<file path="config.mk">
export PLATFORM = sky130hd
export DESIGN_NAME = sipo_deser
export DESIGN_NICKNAME = d
export VERILOG_FILES = /design/src/rtl/sipo_deser.sv
export SDC_FILE = /design/constraint.sdc
export NUM_CORES = 1
export LEC_CHECK = 0
export CORE_MARGIN = 3
export CORE_UTILIZATION = 50
export DETAILED_ROUTE_END_ITERATION = 10
export PLACE_DENSITY = 0.73
export SYNTH_ARGS = -nofsm -noshare
export SYNTH_HDL_FRONTEND = slang
export SYNTH_SLANG_ARGS = --single-unit
</file>
<file path="constraint.sdc">
create_clock -name clk -period 2.4 [get_ports clk]
set_input_delay 0.72 -clock clk [delete_from_list [all_inputs] [get_ports clk]]
set_output_delay 0.72 -clock clk [all_outputs]
set_load 0.02 [all_outputs]
</file>
<file path="src/rtl/sipo_deser.sv">
// Serial-in/parallel-out deserializer: MSB-first word assembly with a valid/ready output register.
// Define SIPO_DESER_PARITY_EN to append an even-parity bit to every word and drive par_err.
module sipo_deser #(
    parameter int unsigned WIDTH = 8,
    parameter int unsigned CNT_W = 5
) (
    input  logic             clk,
    input  logic             rst,
    input  logic             din,
    input  logic             din_en,
    input  logic             clr,
    output logic [WIDTH-1:0] dout,
    output logic             dout_valid,
    input  logic             dout_ready,
    output logic             busy,
    output logic             overrun,
    output logic             par_err
);

`ifdef SIPO_DESER_PARITY_EN
    localparam int unsigned NBits = WIDTH + 1;
`else
    localparam int unsigned NBits = WIDTH;
`endif
    localparam logic [CNT_W-1:0] LastIdx = CNT_W'(NBits - 1);

    typedef enum logic [0:0] {StIdle, StShift} state_e;

    state_e             state_q, state_d;
    logic [CNT_W-1:0]   cnt_q, cnt_d;
    logic [WIDTH-1:0]   shreg_q, shreg_d;
    logic [WIDTH-1:0]   dout_q, dout_d;
    logic               valid_q, valid_d;
    logic               ovr_q, ovr_d;
    logic               perr_q, perr_d;

    logic               done;
    logic [WIDTH-1:0]   word;
    logic               word_perr;
    logic [WIDTH-1:0]   shifted;

    assign shifted = {shreg_q[WIDTH-2:0], din};

`ifdef SIPO_DESER_PARITY_EN
    // Final bit is the parity bit: it completes the word but is never shifted in.
    assign word      = shreg_q;
    assign word_perr = (^shreg_q) ^ din;
`else
    logic unused_msb;
    assign unused_msb = shreg_q[WIDTH-1];
    assign word       = shifted;
    assign word_perr  = 1'b0;
`endif

    // Bit-assembly FSM
    always_comb begin
        state_d = state_q;
        cnt_d   = cnt_q;
        shreg_d = shreg_q;
        done    = 1'b0;
        if (clr) begin
            state_d = StIdle;
            cnt_d   = '0;
        end else if (din_en) begin
            unique case (state_q)
                StIdle: begin
                    shreg_d = shifted;
                    cnt_d   = CNT_W'(1);
                    state_d = StShift;
                end
                StShift: begin
                    if (cnt_q == LastIdx) begin
                        done    = 1'b1;
                        cnt_d   = '0;
                        state_d = StIdle;
`ifndef SIPO_DESER_PARITY_EN
                        shreg_d = shifted;
`endif
                    end else begin
                        shreg_d = shifted;
                        cnt_d   = cnt_q + CNT_W'(1);
                    end
                end
                default: begin
                    state_d = StIdle;
                    cnt_d   = '0;
                end
            endcase
        end
    end

    // Output register: a finishing word may replace one being consumed on the same edge.
    always_comb begin
        dout_d  = dout_q;
        valid_d = valid_q;
        perr_d  = perr_q;
        ovr_d   = ovr_q;
        if (done) begin
            if (!valid_q || dout_ready) begin
                dout_d  = word;
                valid_d = 1'b1;
                perr_d  = word_perr;
            end else begin
                ovr_d = 1'b1;
            end
        end else if (valid_q && dout_ready) begin
            valid_d = 1'b0;
            perr_d  = 1'b0;
        end
        if (clr) begin
            ovr_d = 1'b0;
        end
    end

    always_ff @(posedge clk or negedge rst) begin
        if (!rst) begin
            state_q <= StIdle;
            cnt_q   <= '0;
            shreg_q <= '0;
            dout_q  <= '0;
            valid_q <= 1'b0;
            ovr_q   <= 1'b0;
            perr_q  <= 1'b0;
        end else begin
            state_q <= state_d;
            cnt_q   <= cnt_d;
            shreg_q <= shreg_d;
            dout_q  <= dout_d;
            valid_q <= valid_d;
            ovr_q   <= ovr_d;
            perr_q  <= perr_d;
        end
    end

    assign dout       = dout_q;
    assign dout_valid = valid_q;
    assign busy       = (state_q == StShift);
    assign overrun    = ovr_q;
    assign par_err    = perr_q;

endmodule

</file>
==> results of run 1 <==
==> registers in the layout (all words and copies together) (netlist names) <==
signal,count
cnt_q,5
shreg_q,7
busy,1
overrun,1
dout_valid,1
dout,8
==> cells by family after synthesis <==
| family | count (synthesis) | synth area share (%) |
|---|---|---|
| buffers and inverters | 6 | 2.739 |
| and+or+nand+nor | 21 | 15.44 |
| muxes | 15 | 16.81 |
| DFF | 23 | 57.28 |
| other | 1 | 0.3732 |
| AOI/OAI and AO/OA | 10 | 6.102 |
| adders and majority gates | 1 | 1.245 |
==> tightest hold or removal path: cells and delay by family (launching register included) <==
kind             cells  cell delay [ns]
AO/OA/AOI/OAI        1             0.04
flip-flops           1             0.37
AND/OR/NAND/NOR      1             0.07
==> final timing paths <==
kind / end / startpoint / slack (ns)
setup reg to reg: dout[2] / cnt_q[1] / 0.64
min in group asynchronous: overrun / rst / 0.75
max in group asynchronous: dout[0] / rst / 1.41
setup / recovery: dout[2] / dout[2] / 0.39
hold / removal: overrun / overrun / 0.51
hold reg to reg: overrun / overrun / 0.51
==> per-stage QoR <==
stage	worst slack [ns]	std cells
3_3_place_gp	0.1986	123
5_1_grt	0.3260	127
3_5_place_dp	0.1876	123
6_report	0.3936	127
2_1_floorplan	0.6370	77
4_1_cts	0.3690	127
==> metal layers <==
| layer | GRT usage (%) | vias up | routed length (um) |
|---|---|---|---|
| li1 | - | 327 | - |
| met1 | 21.69 | 351 | 780 |
| met2 | 28.70 | 12 | 897 |
| met3 | 3.790 | 4 | 45 |
| met4 | 8.072 | 0 | 34 |
| met5 | 0 | - | 0 |
==> area by class of cell <==
| class | instances | area (um^2) | area share [%] |
|---|---|---|---|
| clock buffers | 3 | 22.52 | 1.777 |
| multi-input cells | 48 | 401.6 | 31.69 |
| clock inverters | 1 | 5.005 | 0.3949 |
| inverters | 3 | 11.26 | 0.8884 |
| well taps | 25 | 31.28 | 2.468 |
| flip-flops and latches | 23 | 575.6 | 45.41 |
| repair buffers | 24 | 220.2 | 17.37 |
==> Yosys cell counts <==
master / n
a211oi_1: 1
a21oi_1: 5
a31oi_1: 1
a41oi_1: 1
buf_4: 1
clkbuf_1: 1
clkbuf_2: 1
conb_1: 1
dfrtp_1: 23
ha_1: 1
inv_1: 3
mux2_2: 15
nand2_1: 2
nand3_1: 2
nand4_1: 1
nand4b_1: 1
nand4bb_4: 1
nor2_1: 4
nor2b_1: 3
nor3_1: 2
nor4_4: 1
nor4bb_1: 1
o21ai_0: 1
o32ai_1: 1
or2_2: 1
or3_1: 1
or4_1: 1
==> where the power goes <==
part           switching (mW)  leakage [nW]  internal, mW
clock network           0.110        0.0177        0.0622
registers              0.0300         0.304         0.434
logic                  0.0380         0.229        0.0556
total                   0.178         0.551         0.552
==> impl_metrics.ini, run 1 <==
[logic_synthesis]
synthCells = 77
synth_largest_area_cell = dfrtp_1
synth_nets = 84
yosys.cell_types.count = 27
ys_warn_count = 0
synth_area_mm2 = 0.001005
ys_seq_area_share_pct = 57.29
synth.top_cell.area_share_pct = 57.29
postSynthAreaPerCell_um2 = 13.05
ys_ff_latch = 23
ys_top_cells_by_area = dfrtp_1 57%, mux2_2 17%, nand4bb_4 2.7%

[global_route]
first_global_vias = 760
grtUsageTotal_pct = 17.37
grt.overflow.total = 0
grt_max_degree = 24
grt_pass1_wl_um = 3353
antenna_found_initial = 0

[setup_path]
endpoint_kind = output pin
start_kind = flop
cp_slowest_stage_delay_ns = 0.61
critPathBufInv = 1
path_max_fanout = 2
required_ns = 1.68
path_depth = 1
worstSetupPathType = flop to output pin
arrival_ns = 1.29
worstPathCellList = clkdlybuf4s50_1
rr_worst_depth = 5
crit_family = buffers and inverters
crit_slowest_cell = clkdlybuf4s50_1

[sta]
slew_viol_final = 0
rsz0062_at_grt = no
fmax_mhz = 498.4
finalCriticalPeriod_ns = 2.006
worst_hold_slack_ns = 0.5129
fin_tns_setup_ns = 0
fin_crit_sh_pct = 83.60
hold_violations = 0
skew_ns = 0.009309
setup_viol = 0

[drt]
drc_errors = 0
viasPerCell = 5.465
drtAntennaViolNets = 0
vias = 694
wl_um = 1758
drt_first_iter_violations = 11
drt-pass1-iter-count = 4
wl_per_cell_um = 13.84

[layout]
nets = 110
num_antenna_cells = 0
final_common_cell = dfrtp_1
post-route-cell-area_mm2 = 0.001267
final_util_pct = 70.35
syn_to_final_growth_pct = 26.15
layout-drive-gt1-share_pct = 29.41
n_fill_cell = 143
final_cell_mix = 23 x dfrtp_1, 16 x clkdlybuf4s50_1, 15 x mux2_2

[cts]
numCtsBuffers = 3
tritoncts = built
cts.sinks = 23
ctsHoldBuffers = 0
postCtsSetupBuffers = 0
clk_path_buf_depth = 2
clk_pin_slew_worst_paths_ns = 0.12
clock_latency_ns = 0.31
clockRootBuffer = clkbuf_4
ctsResizeCount = 0
cts_max_level = 1

[run_status]
status = finished, final reports clean

[power]
p_leak_nw = 0.5512
total_power_uw = 729.9
power_density_mw_per_mm2 = 575.9
vdd_drop_max_mv = 0.4081

[die]
die_area_mm2 = 0.002583
die_w_um = 50.83
die_h_um = 50.83
start_util_pct = 55.76
coreArea_mm2 = 0.001802
io_pins = 18
rows = 15

[place]
dp_hpwl_um = 1311
io_buffers = 16
globalplace.congestion = 0.8097
placed_area_mm2 = 0.001240

[worst_hold_path]
worstHoldPathCells = 2
hold_path.class = flop to flop

[flow_run]
max_cap_viol_count = 0
(Power assumes the default switching activity.)
==> run 2: changes to the inputs <==
--- a/config.mk
+++ b/config.mk
@@ -6,9 +6,9 @@
 export NUM_CORES = 1
 export LEC_CHECK = 0
 export CORE_MARGIN = 3
-export CORE_UTILIZATION = 50
+export CORE_UTILIZATION = 45
 export DETAILED_ROUTE_END_ITERATION = 10
-export PLACE_DENSITY = 0.73
+export PLACE_DENSITY = 0.69
 export SYNTH_ARGS = -nofsm -noshare
 export SYNTH_HDL_FRONTEND = slang
 export SYNTH_SLANG_ARGS = --single-unit
==> constraint.sdc (replaced) <==
create_clock -name clk -period 1.8 [get_ports clk]
set_input_delay 0.54 -clock clk [delete_from_list [all_inputs] [get_ports clk]]
set_output_delay 0.54 -clock clk [all_outputs]
set_load 0.02 [all_outputs]
==> run 2 against run 1 <==
Effect of this change: sequential power increased by 33%; clock skew shrank 0.0060 ns; count of clock-buffer cells in the layout is the same; global-route usage is 1.4 points lower; clock power rose by 32%; register-to-register slack worse by 0.52 ns; largest cell class unchanged; critical path depth is 4 higher.
==> impl_metrics.ini, run 2 (same netlist as run 1, synthesis figures left out) <==
[run_status]
status = finished, final reports clean

[global_route]
grt_max_degree = 24
first_global_vias = 713
antenna_found_initial = 0
grt.overflow.total = 0
grtUsageTotal_pct = 15.94
grt_pass1_wl_um = 3187

[drt]
drt_first_iter_violations = 1
wl_per_cell_um = 13.56
drtAntennaViolNets = 0
drc_errors = 0
drt-pass1-iter-count = 2
viasPerCell = 5.015
vias = 657
wl_um = 1777

[place]
globalplace.congestion = 0.7532
dp_hpwl_um = 1318
io_buffers = 16
placed_area_mm2 = 0.001257
placedCellCount = 127

[setup_path]
path_max_fanout = 8
endpoint_kind = flop
cp_slowest_stage_delay_ns = 0.49
worstPathCellList = clkdlybuf4s50_1, nand2_1, nor4_4, buf_4, mux2_2
worstSetupPathType = input pin to flop
crit_slowest_cell = clkdlybuf4s50_1
arrival_ns = 1.89
r2r_start = cnt_q[0]
required_ns = 2.00
startpoint = din_en
start_kind = input pin

[power]
p_seq_share_pct = 63.6
p_sw_uw = 236.5
pwr-share-clk_pct = 23.4
internal_power_uw = 735.6
power_density_mw_per_mm2 = 764.7
pwr-share-comb_pct = 13.0
swShare_pct = 24.33
p_leak_nw = 0.6117
vdd_drop_max_mv = 0.7004

[die]
start_util_pct = 49.20
rows = 16
die_w_um = 53.25
io_pins = 18
coreArea_mm2 = 0.002042
die_h_um = 53.25
die_area_mm2 = 0.002836

[layout]
num_antenna_cells = 0
layout-drive-gt1-share_pct = 30.77
nets = 112
stdcell_count = 131
final_cell_mix = 23 x dfrtp_1, 15 x mux2_2, 11 x dlygate4sd2_1
post-route-cell-area_mm2 = 0.001271
n_fill_cell = 171
syn_to_final_growth_pct = 26.53
final_common_cell = dfrtp_1
largest_reg_flops = 8

[sta]
finalCriticalPeriod_ns = 1.691
setup_viol = 0
rsz0062_at_grt = no
skew_ns = 0.003282
fin_crit_sh_pct = 93.96
fmax_mhz = 591.3
hold_violations = 0
slew_viol_final = 0

[cts]
clk_path_buf_depth = 2
numCtsBuffers = 3
clockRootBuffer = clkbuf_4
clk_pin_slew_worst_paths_ns = 0.12
cts.sinks = 23
clock_latency_ns = 0.30
postCtsSetupBuffers = 0
cts_max_level = 1
tritoncts = built

[flow_run]
max_cap_viol_count = 0

[worst_hold_path]
hold_start = overrun
hold_path.class = flop to flop
==> run 2: changes by cell type in the layout (fill, tap and decap cells not counted), sizes merged <==
| cell | delta |
|---|---|
| clkdlybuf4s50 | -11 |
| dlygate4sd2 | +11 |
| buf | +2 |
==> run 2: final cells by class <==
class	count	area [um^2]	share of cell area, %
Timing Repair Buffer	26	221.5	17.42
Inverter	3	11.26	0.8858
Sequential cell	23	575.6	45.28
Tap cell	27	33.78	2.657
Multi-Input combinational cell	48	401.6	31.59
Clock buffer	3	22.52	1.772
Clock inverter	1	5.005	0.3937
==> run 2: per-layer routing <==
| layer | wire length [um] | vias to the layer above | track usage [%] |
|---|---|---|---|
| met2 | 847 | 9 | 24.69 |
| met5 | 0 | - | 0 |
| met4 | 10 | 0 | 7.660 |
| met1 | 854 | 318 | 20.43 |
| li1 | - | 328 | - |
| met3 | 65 | 2 | 4.225 |
==> run 2: through the flow <==
step                      hold WS [ns]  utilization [%]  TNS [ns]  worst slack, ns  power (mW)
after global placement          0.4899            61.58    -2.641          -0.2082      0.7502
after floorplan                 0.2444                -         0          0.07930      0.6967
after detailed placement        0.4910            61.58    -2.859          -0.2217      0.7587
after CTS                       0.5226            62.25         0           0.1058      0.9879
final                           0.5079            62.25         0           0.1087      0.9721
after global routing            0.5385            62.25         0          0.01607       1.030
==> run 2: worst paths after layout <==
check                              to  slack, ns  depth (start not counted)
max in group asynchronous    cnt_q[4]       1.01                          2
min in group asynchronous  dout_valid       0.57                          2
setup reg to reg              dout[1]       0.12                          5
hold reg to reg               overrun       0.51                          2
setup / recovery              dout[1]       0.11                          5
hold / removal                overrun       0.51                          2
==> run 2: power by group through the flow <==
stage	clock (mW)	sequential [mW]	combinational, mW
2_1_floorplan	0	0.618	0.0786
3_3_place_gp	0	0.627	0.124
3_5_place_dp	0	0.630	0.129
4_1_cts	0.241	0.619	0.128
5_1_grt	0.261	0.629	0.139
6_report	0.227	0.619	0.126
==> run 2: what timing repair did <==
action / CTS / global route
endpoints found under the setup margin: 11 / 0
resized for setup: 11 / 0
hold buffers: 0 / 0
==> run 2: worst max-delay path: cells and delay by family <==
kind	cells	cell delay (ns)
multiplexers	1	0.34
buffers and inverters	2	0.70
AND/OR/NAND/NOR	2	0.30
